### config.mk
export PLATFORM = sky130hd
export DESIGN_NAME = eth_frame_tx8
export DESIGN_NICKNAME = d
export VERILOG_FILES = /design/src/rtl/eth_frame_tx8.sv
export SDC_FILE = /design/constraint.sdc
export NUM_CORES = 1
export LEC_CHECK = 0
export ABC_AREA = 0
export BUFFER_PORTS_ARGS = -buffer_cell sky130_fd_sc_hd__buf_2
export CORE_ASPECT_RATIO = 1.4
export CORE_MARGIN = 2
export CORE_UTILIZATION = 36
export DETAILED_ROUTE_END_ITERATION = 6
export GPL_ROUTABILITY_DRIVEN = 0
export GPL_TIMING_DRIVEN = 0
export PLACE_DENSITY = 0.51
export SYNTH_ARGS = -nofsm -noshare
export SYNTH_HDL_FRONTEND = slang
export SYNTH_SLANG_ARGS = --single-unit
### constraint.sdc
create_clock -name clk -period 3.7 [get_ports clk]
set_input_delay 0.74 -clock clk [delete_from_list [all_inputs] [get_ports clk]]
set_output_delay 0.74 -clock clk [all_outputs]
set_load 0.03 [all_outputs]
### src/rtl/eth_frame_tx8.sv
// Byte-wide Ethernet II transmit framer.
// Emits preamble/SFD, MAC header and EtherType, then pulls the IP datagram
// from the upstream 8-bit header encoder, zero-pads to the minimum payload,
// appends the CRC-32 FCS and enforces an inter-frame gap.
// txd/tx_en are registered, so the wire lags the state by one cycle.
// ip_load/ip_run are decoded combinationally so that the encoder sees them
// in the same cycle the byte is taken.
module eth_frame_tx8 #(
    parameter int          MAX_PAYLOAD = 1500,
    parameter int          MIN_PAYLOAD = 46,
    parameter int          IFG_CYCLES  = 12,
    parameter logic [15:0] ETHERTYPE   = 16'h0800
) (
    input  logic        clk,
    input  logic        reset_n,
    input  logic        start,
    input  logic [15:0] payload_length,
    input  logic [47:0] dst_mac,
    input  logic [47:0] src_mac,
    input  logic [7:0]  ip_data,
    output logic        ip_load,
    output logic        ip_run,
    output logic [7:0]  txd,
    output logic        tx_en,
    output logic        busy,
    output logic        done
);

    typedef enum logic [2:0] {
        S_IDLE = 3'd0,
        S_PRE  = 3'd1,
        S_HDR  = 3'd2,
        S_PAY  = 3'd3,
        S_PAD  = 3'd4,
        S_FCS  = 3'd5,
        S_IFG  = 3'd6
    } state_t;

    localparam logic [15:0] MAX_LEN16 = 16'(MAX_PAYLOAD);
    localparam logic [10:0] MAX_LEN   = 11'(MAX_PAYLOAD);
    localparam logic [10:0] MIN_LEN   = 11'(MIN_PAYLOAD);
    localparam logic [10:0] IFG_LAST  = 11'(IFG_CYCLES - 1);
    localparam logic [31:0] CRC_INIT  = 32'hFFFF_FFFF;

    // Reflected CRC-32 (poly 0x04C11DB7, reversed form 0xEDB88320), one byte.
    function automatic logic [31:0] crc32_byte(input logic [31:0] crc_in,
                                               input logic [7:0]  data);
        logic [31:0] c;
        c = crc_in ^ {24'h00_0000, data};
        for (int i = 0; i < 8; i++) begin
            if (c[0]) begin
                c = (c >> 1) ^ 32'hEDB8_8320;
            end else begin
                c = c >> 1;
            end
        end
        return c;
    endfunction

    state_t      state_q, state_d;
    logic [10:0] cnt_q, cnt_d;
    logic [10:0] len_q, len_d;
    logic [47:0] dst_q, dst_d;
    logic [47:0] src_q, src_d;
    logic [31:0] crc_q, crc_d;
    logic [7:0]  txd_q, txd_d;
    logic        tx_en_q, tx_en_d;
    logic        busy_q, busy_d;
    logic        done_q, done_d;

    logic        ip_load_s;
    logic        ip_run_s;
    logic [10:0] pad_len_s;
    logic [111:0] hdr_s;
    logic [3:0]  hdr_idx_s;
    logic [7:0]  hdr_byte_s;
    logic [31:0] fcs_s;
    logic [7:0]  fcs_byte_s;

    // Header bytes, FCS byte selection and pad length derived from latched fields.
    always_comb begin
        hdr_s      = {dst_q, src_q, ETHERTYPE};
        hdr_idx_s  = 4'd13 - cnt_q[3:0];
        hdr_byte_s = hdr_s[{hdr_idx_s, 3'b000} +: 8];
        fcs_s      = ~crc_q;
        fcs_byte_s = fcs_s[{cnt_q[1:0], 3'b000} +: 8];
        if (len_q < MIN_LEN) begin
            pad_len_s = MIN_LEN - len_q;
        end else begin
            pad_len_s = 11'd0;
        end
    end

    // Next-state, next-output and CRC accumulation for the framer FSM.
    always_comb begin
        state_d   = state_q;
        len_d     = len_q;
        dst_d     = dst_q;
        src_d     = src_q;
        crc_d     = crc_q;
        txd_d     = 8'h00;
        tx_en_d   = 1'b0;
        ip_load_s = 1'b0;
        ip_run_s  = 1'b0;

        case (state_q)
            S_IDLE: begin
                crc_d = CRC_INIT;
                if (start) begin
                    dst_d     = dst_mac;
                    src_d     = src_mac;
                    len_d     = (payload_length > MAX_LEN16) ? MAX_LEN : payload_length[10:0];
                    ip_load_s = 1'b1;
                    state_d   = S_PRE;
                end else begin
                    state_d = S_IDLE;
                end
            end
            S_PRE: begin
                tx_en_d = 1'b1;
                if (cnt_q == 11'd7) begin
                    txd_d   = 8'hD5;
                    state_d = S_HDR;
                end else begin
                    txd_d = 8'h55;
                end
            end
            S_HDR: begin
                tx_en_d = 1'b1;
                txd_d   = hdr_byte_s;
                crc_d   = crc32_byte(crc_q, hdr_byte_s);
                if (cnt_q == 11'd13) begin
                    if (len_q != 11'd0) begin
                        state_d = S_PAY;
                    end else if (pad_len_s != 11'd0) begin
                        state_d = S_PAD;
                    end else begin
                        state_d = S_FCS;
                    end
                end else begin
                    state_d = S_HDR;
                end
            end
            S_PAY: begin
                tx_en_d  = 1'b1;
                ip_run_s = 1'b1;
                txd_d    = ip_data;
                crc_d    = crc32_byte(crc_q, ip_data);
                if (cnt_q == len_q - 11'd1) begin
                    state_d = (pad_len_s != 11'd0) ? S_PAD : S_FCS;
                end else begin
                    state_d = S_PAY;
                end
            end
            S_PAD: begin
                tx_en_d = 1'b1;
                txd_d   = 8'h00;
                crc_d   = crc32_byte(crc_q, 8'h00);
                if (cnt_q == pad_len_s - 11'd1) begin
                    state_d = S_FCS;
                end else begin
                    state_d = S_PAD;
                end
            end
            S_FCS: begin
                tx_en_d = 1'b1;
                txd_d   = fcs_byte_s;
                if (cnt_q == 11'd3) begin
                    state_d = S_IFG;
                end else begin
                    state_d = S_FCS;
                end
            end
            S_IFG: begin
                if (cnt_q == IFG_LAST) begin
                    state_d = S_IDLE;
                end else begin
                    state_d = S_IFG;
                end
            end
            default: begin
                state_d = S_IDLE;
            end
        endcase

        // Byte counter restarts from zero on every state entry.
        if ((state_d != state_q) || (state_q == S_IDLE)) begin
            cnt_d = 11'd0;
        end else begin
            cnt_d = cnt_q + 11'd1;
        end

        // busy/done are registered look-ahead decodes of the next state.
        busy_d = (state_d != S_IDLE);
        done_d = (state_d == S_IFG) && (cnt_d == IFG_LAST);
    end

    // State, datapath and output registers with asynchronous abort.
    always_ff @(posedge clk or negedge reset_n) begin
        if (!reset_n) begin
            state_q <= S_IDLE;
            cnt_q   <= 11'd0;
            len_q   <= 11'd0;
            dst_q   <= 48'h0000_0000_0000;
            src_q   <= 48'h0000_0000_0000;
            crc_q   <= CRC_INIT;
            txd_q   <= 8'h00;
            tx_en_q <= 1'b0;
            busy_q  <= 1'b0;
            done_q  <= 1'b0;
        end else begin
            state_q <= state_d;
            cnt_q   <= cnt_d;
            len_q   <= len_d;
            dst_q   <= dst_d;
            src_q   <= src_d;
            crc_q   <= crc_d;
            txd_q   <= txd_d;
            tx_en_q <= tx_en_d;
            busy_q  <= busy_d;
            done_q  <= done_d;
        end
    end

    assign ip_load = ip_load_s;
    assign ip_run  = ip_run_s;
    assign txd     = txd_q;
    assign tx_en   = tx_en_q;
    assign busy    = busy_q;
    assign done    = done_q;

endmodule
==> results.py <==
metrics = {
    "clocking": {
        "clk_path_buf_depth": 2,
        "cts_tree": "built",
        "cts_made_buffers": 17,
        "h-tree-depth": 4,
        "clk_latency_ps": 460,
        "path_clk_slew_ps": 70,
        "root_buffer": "clkbuf_16",
        "clock_sinks": 164,
    },
    "critical_path": {
        "worstSetupPathType": "reg2reg",
        "arrival_ps": 3970,
        "required_ps": 4060,
        "rrSetupSlack_ps": 90,
        "r2r_end": "crc_q[24]$_DFFE_PN1P_",
        "reg2reg_from": "cnt_q[1]$_DFF_PN0_",
        "cp_max_fo": 10,
        "r2r_cells": 11,
        "cp-end-kind": "flop",
        "start_kind": "flop",
    },
    "yosys": {
        "yosysWarnings": 0,
        "synth_area_sq_um": 11000,
        "synthTopCellsByArea": "dfrtp_1 30%, xnor2_1 12%, mux2_2 10%",
        "syn-num-nets": 1174,
        "synth_edf_count": 0,
        "syn_inst": 1042,
        "synth_ff_type": "dfrtp_1",
        "synth.distinct_cells": 73,
        "synth_top_area_frac": 0.300,
        "postSynthAreaPerCell_sq_um": 10.6,
        "ys_seq_elements": 164,
        "ys_seq_area_frac": 0.377,
        "yosysTopAreaCell": "dfrtp_1",
        "async_flop_share": 1.00,
    },
    "global_route": {
        "grt_use_total": 0.231,
        "overflow": 0,
        "antenna_found_initial": 4,
        "grt_pass1_vias": 9115,
        "grt_pass1_wl_mm": 54.9,
        "grt_max_degree": 102,
    },
    "die": {
        "die_y_microns": 211,
        "num_rows": 75,
        "core-area_sq_um": 30000,
        "die_width_microns": 152,
        "pin_count": 136,
        "die_area_sq_um": 32000,
        "initial_utilization": 0.366,
    },
    "worst_hold_path": {
        "hp-class": "in2async",
    },
    "route": {
        "drc_errors": 0,
        "detail-route-antenna-nets": 0,
        "viasPerCell": 5.48,
        "wirelength_mm": 35.8,
        "drt-pass1-iter-count": 5,
        "drt_iter0_markers": 511,
        "vias": 8778,
        "routedWlPerCell_microns": 22.4,
    },
    "final_layout": {
        "drive_gt1_frac": 0.315,
        "fillers": 2976,
        "final_cell_mix": "143 x xnor2_1, 140 x buf_2, 132 x dfrtp_1",
        "antenna_cells": 0,
        "fin_util": 0.434,
        "final_nets": 1335,
        "final_area_sq_um": 13000,
        "layout_commonest_cell": "xnor2_1",
        "fin_cells": 1601,
        "syn_to_final_growth_pct": 18.4,
    },
    "power": {
        "p_per_area_nw_per_um2": 922,
        "vdd_drop_max_mv": 0.446,
        "power.static_leakage_nw": 5.74,
        "p_total_mw": 12.0,
    },
    "sta": {
        "slew_headroom": 0.0583,
        "fin_crit_ps": 3610,
        "slew_viol_final": 0,
        "period_share": 0.976,
        "grt_setup_unrepaired": "true",
        "hold_violations": 0,
        "tightest_slew_ps": 1400,
        "worst_slack_ps": 88.1,
        "setup_viol": 0,
        "skew_ps": 13.4,
        "fmax_ghz": 0.277,
    },
    "run_status": {
        "outcome": "complete, no violations",
    },
    "placement": {
        "dp_hpwl_mm": 26.8,
        "place_area_sq_um": 12200,
        "placed_cells": 1563,
        "dp_worst_setup_slack_ps": -310,
        "io_buffers": 135,
    },
    "job": {
        "cap_violations": 0,
    },
}
[area by class of cell]
class / count / area [sq um] / area share
multi-input combinational: 788 / 6690 / 0.513
sequential: 164 / 4140 / 0.318
timing repair buffer: 142 / 758 / 0.0582
tap: 385 / 482 / 0.0370
clock buffer: 19 / 443 / 0.0340
buffer: 73 / 318 / 0.0244
clock inverter: 13 / 134 / 0.0103
inverter: 17 / 63.8 / 0.00490
[layer usage]
layer | vias up | global-route usage | part of all wire
li1 | 4045 | - | -
met1 | 4348 | 0.282 | 0.40
met2 | 292 | 0.389 | 0.50
met3 | 85 | 0.0441 | 0.054
met4 | 8 | 0.114 | 0.047
met5 | - | 0 | 0.00098
[power breakdown]
part	total, mW	internal (mW)	switching, mW
Clock	1.80	0.968	0.833
Sequential	2.50	2.24	0.264
Combinational	7.71	3.74	3.96
[how the worst max path moves through the flow]
| stage | startpoint | depth (start not counted) | to | slack, ps |
|---|---|---|---|---|
| 2_1_floorplan | len_q[0]$_DFFE_PN0P_ | 13 | busy$_DFF_PN0_ | 440 |
| 3_3_place_gp | reset_n | 1 | dst_q[28]$_DFFE_PN0P_ | -930 |
| 6_report | cnt_q[1]$_DFF_PN0_ | 11 | crc_q[24]$_DFFE_PN1P_ | 90 |
| 4_1_cts | crc_q[7]$_DFFE_PN1P_ | 9 | crc_q[23]$_DFFE_PN1P_ | 8 |
| 5_1_grt | cnt_q[1]$_DFF_PN0_ | 11 | crc_q[24]$_DFFE_PN1P_ | -20 |
| 3_5_place_dp | cnt_q[1]$_DFF_PN0_ | 11 | crc_q[24]$_DFFE_PN1P_ | -310 |
[cell usage after synthesis (all sizes together) (3+ instances only)]
master	n
a211oi	5
a21oi	61
a221oi	5
a31oi	6
and3	9
buf	20
clkbuf	53
dfrtp	132
dfstp	32
ha	9
inv	16
mux2	101
mux2i	23
mux4	26
nand2	54
nand2b	11
nand3	18
nand3b	3
nor2	71
nor3	20
nor3b	3
nor4	12
o2111ai	5
o211a	3
o21a	6
o21ai	26
o221ai	13
o22a	10
o22ai	15
o31ai	3
or4	5
xnor2	151
xnor3	7
xor2	69
[cell families after synthesis]
family,count (synthesis),share of synthesized area
DFF,164,0.377
buffers and inverters,90,0.0333
xor gates and xnor gates,229,0.198
adders and majority gates,9,0.0102
AOI/OAI and AO/OA,181,0.109
muxes,150,0.178
and+or+nand+nor,219,0.0952
[flip-flops by register name, summed over array words and instances, names as in the netlist]
register	flops
len_q	11
tx_en	1
cnt_q	11
dst_q	48
crc_q	32
state_q	3
txd	8
src_q	48
done	1
busy	1
[worst max-delay path, cell delays in order (launching register included)]
cell and delay, ps:
dfrtp_1 470, ha_1 360, buf_4 220, buf_4 230, mux4_2 320, a221oi_2 390
nor2_1 190, xnor3_2 550, xnor2_2 250, xor2_2 230, xnor2_1 150, o221ai_1 140
[stage by stage]
step,setup TNS (ps),hold slack (ps)
floorplan,0,444
global placement,-124060,483
detailed placement,-5020,491
CTS,0,250
global route,-28.4,270
finish,0,230
[repair_timing]
action	in CTS	in global routing
setup endpoints to repair	28	23
buffers inserted	6	0
cloned	0	0
gates resized for setup	17	24
pin swaps	4	2
hold buffers	0	0
No activity file was read; power rests on OpenSTA's default activity.
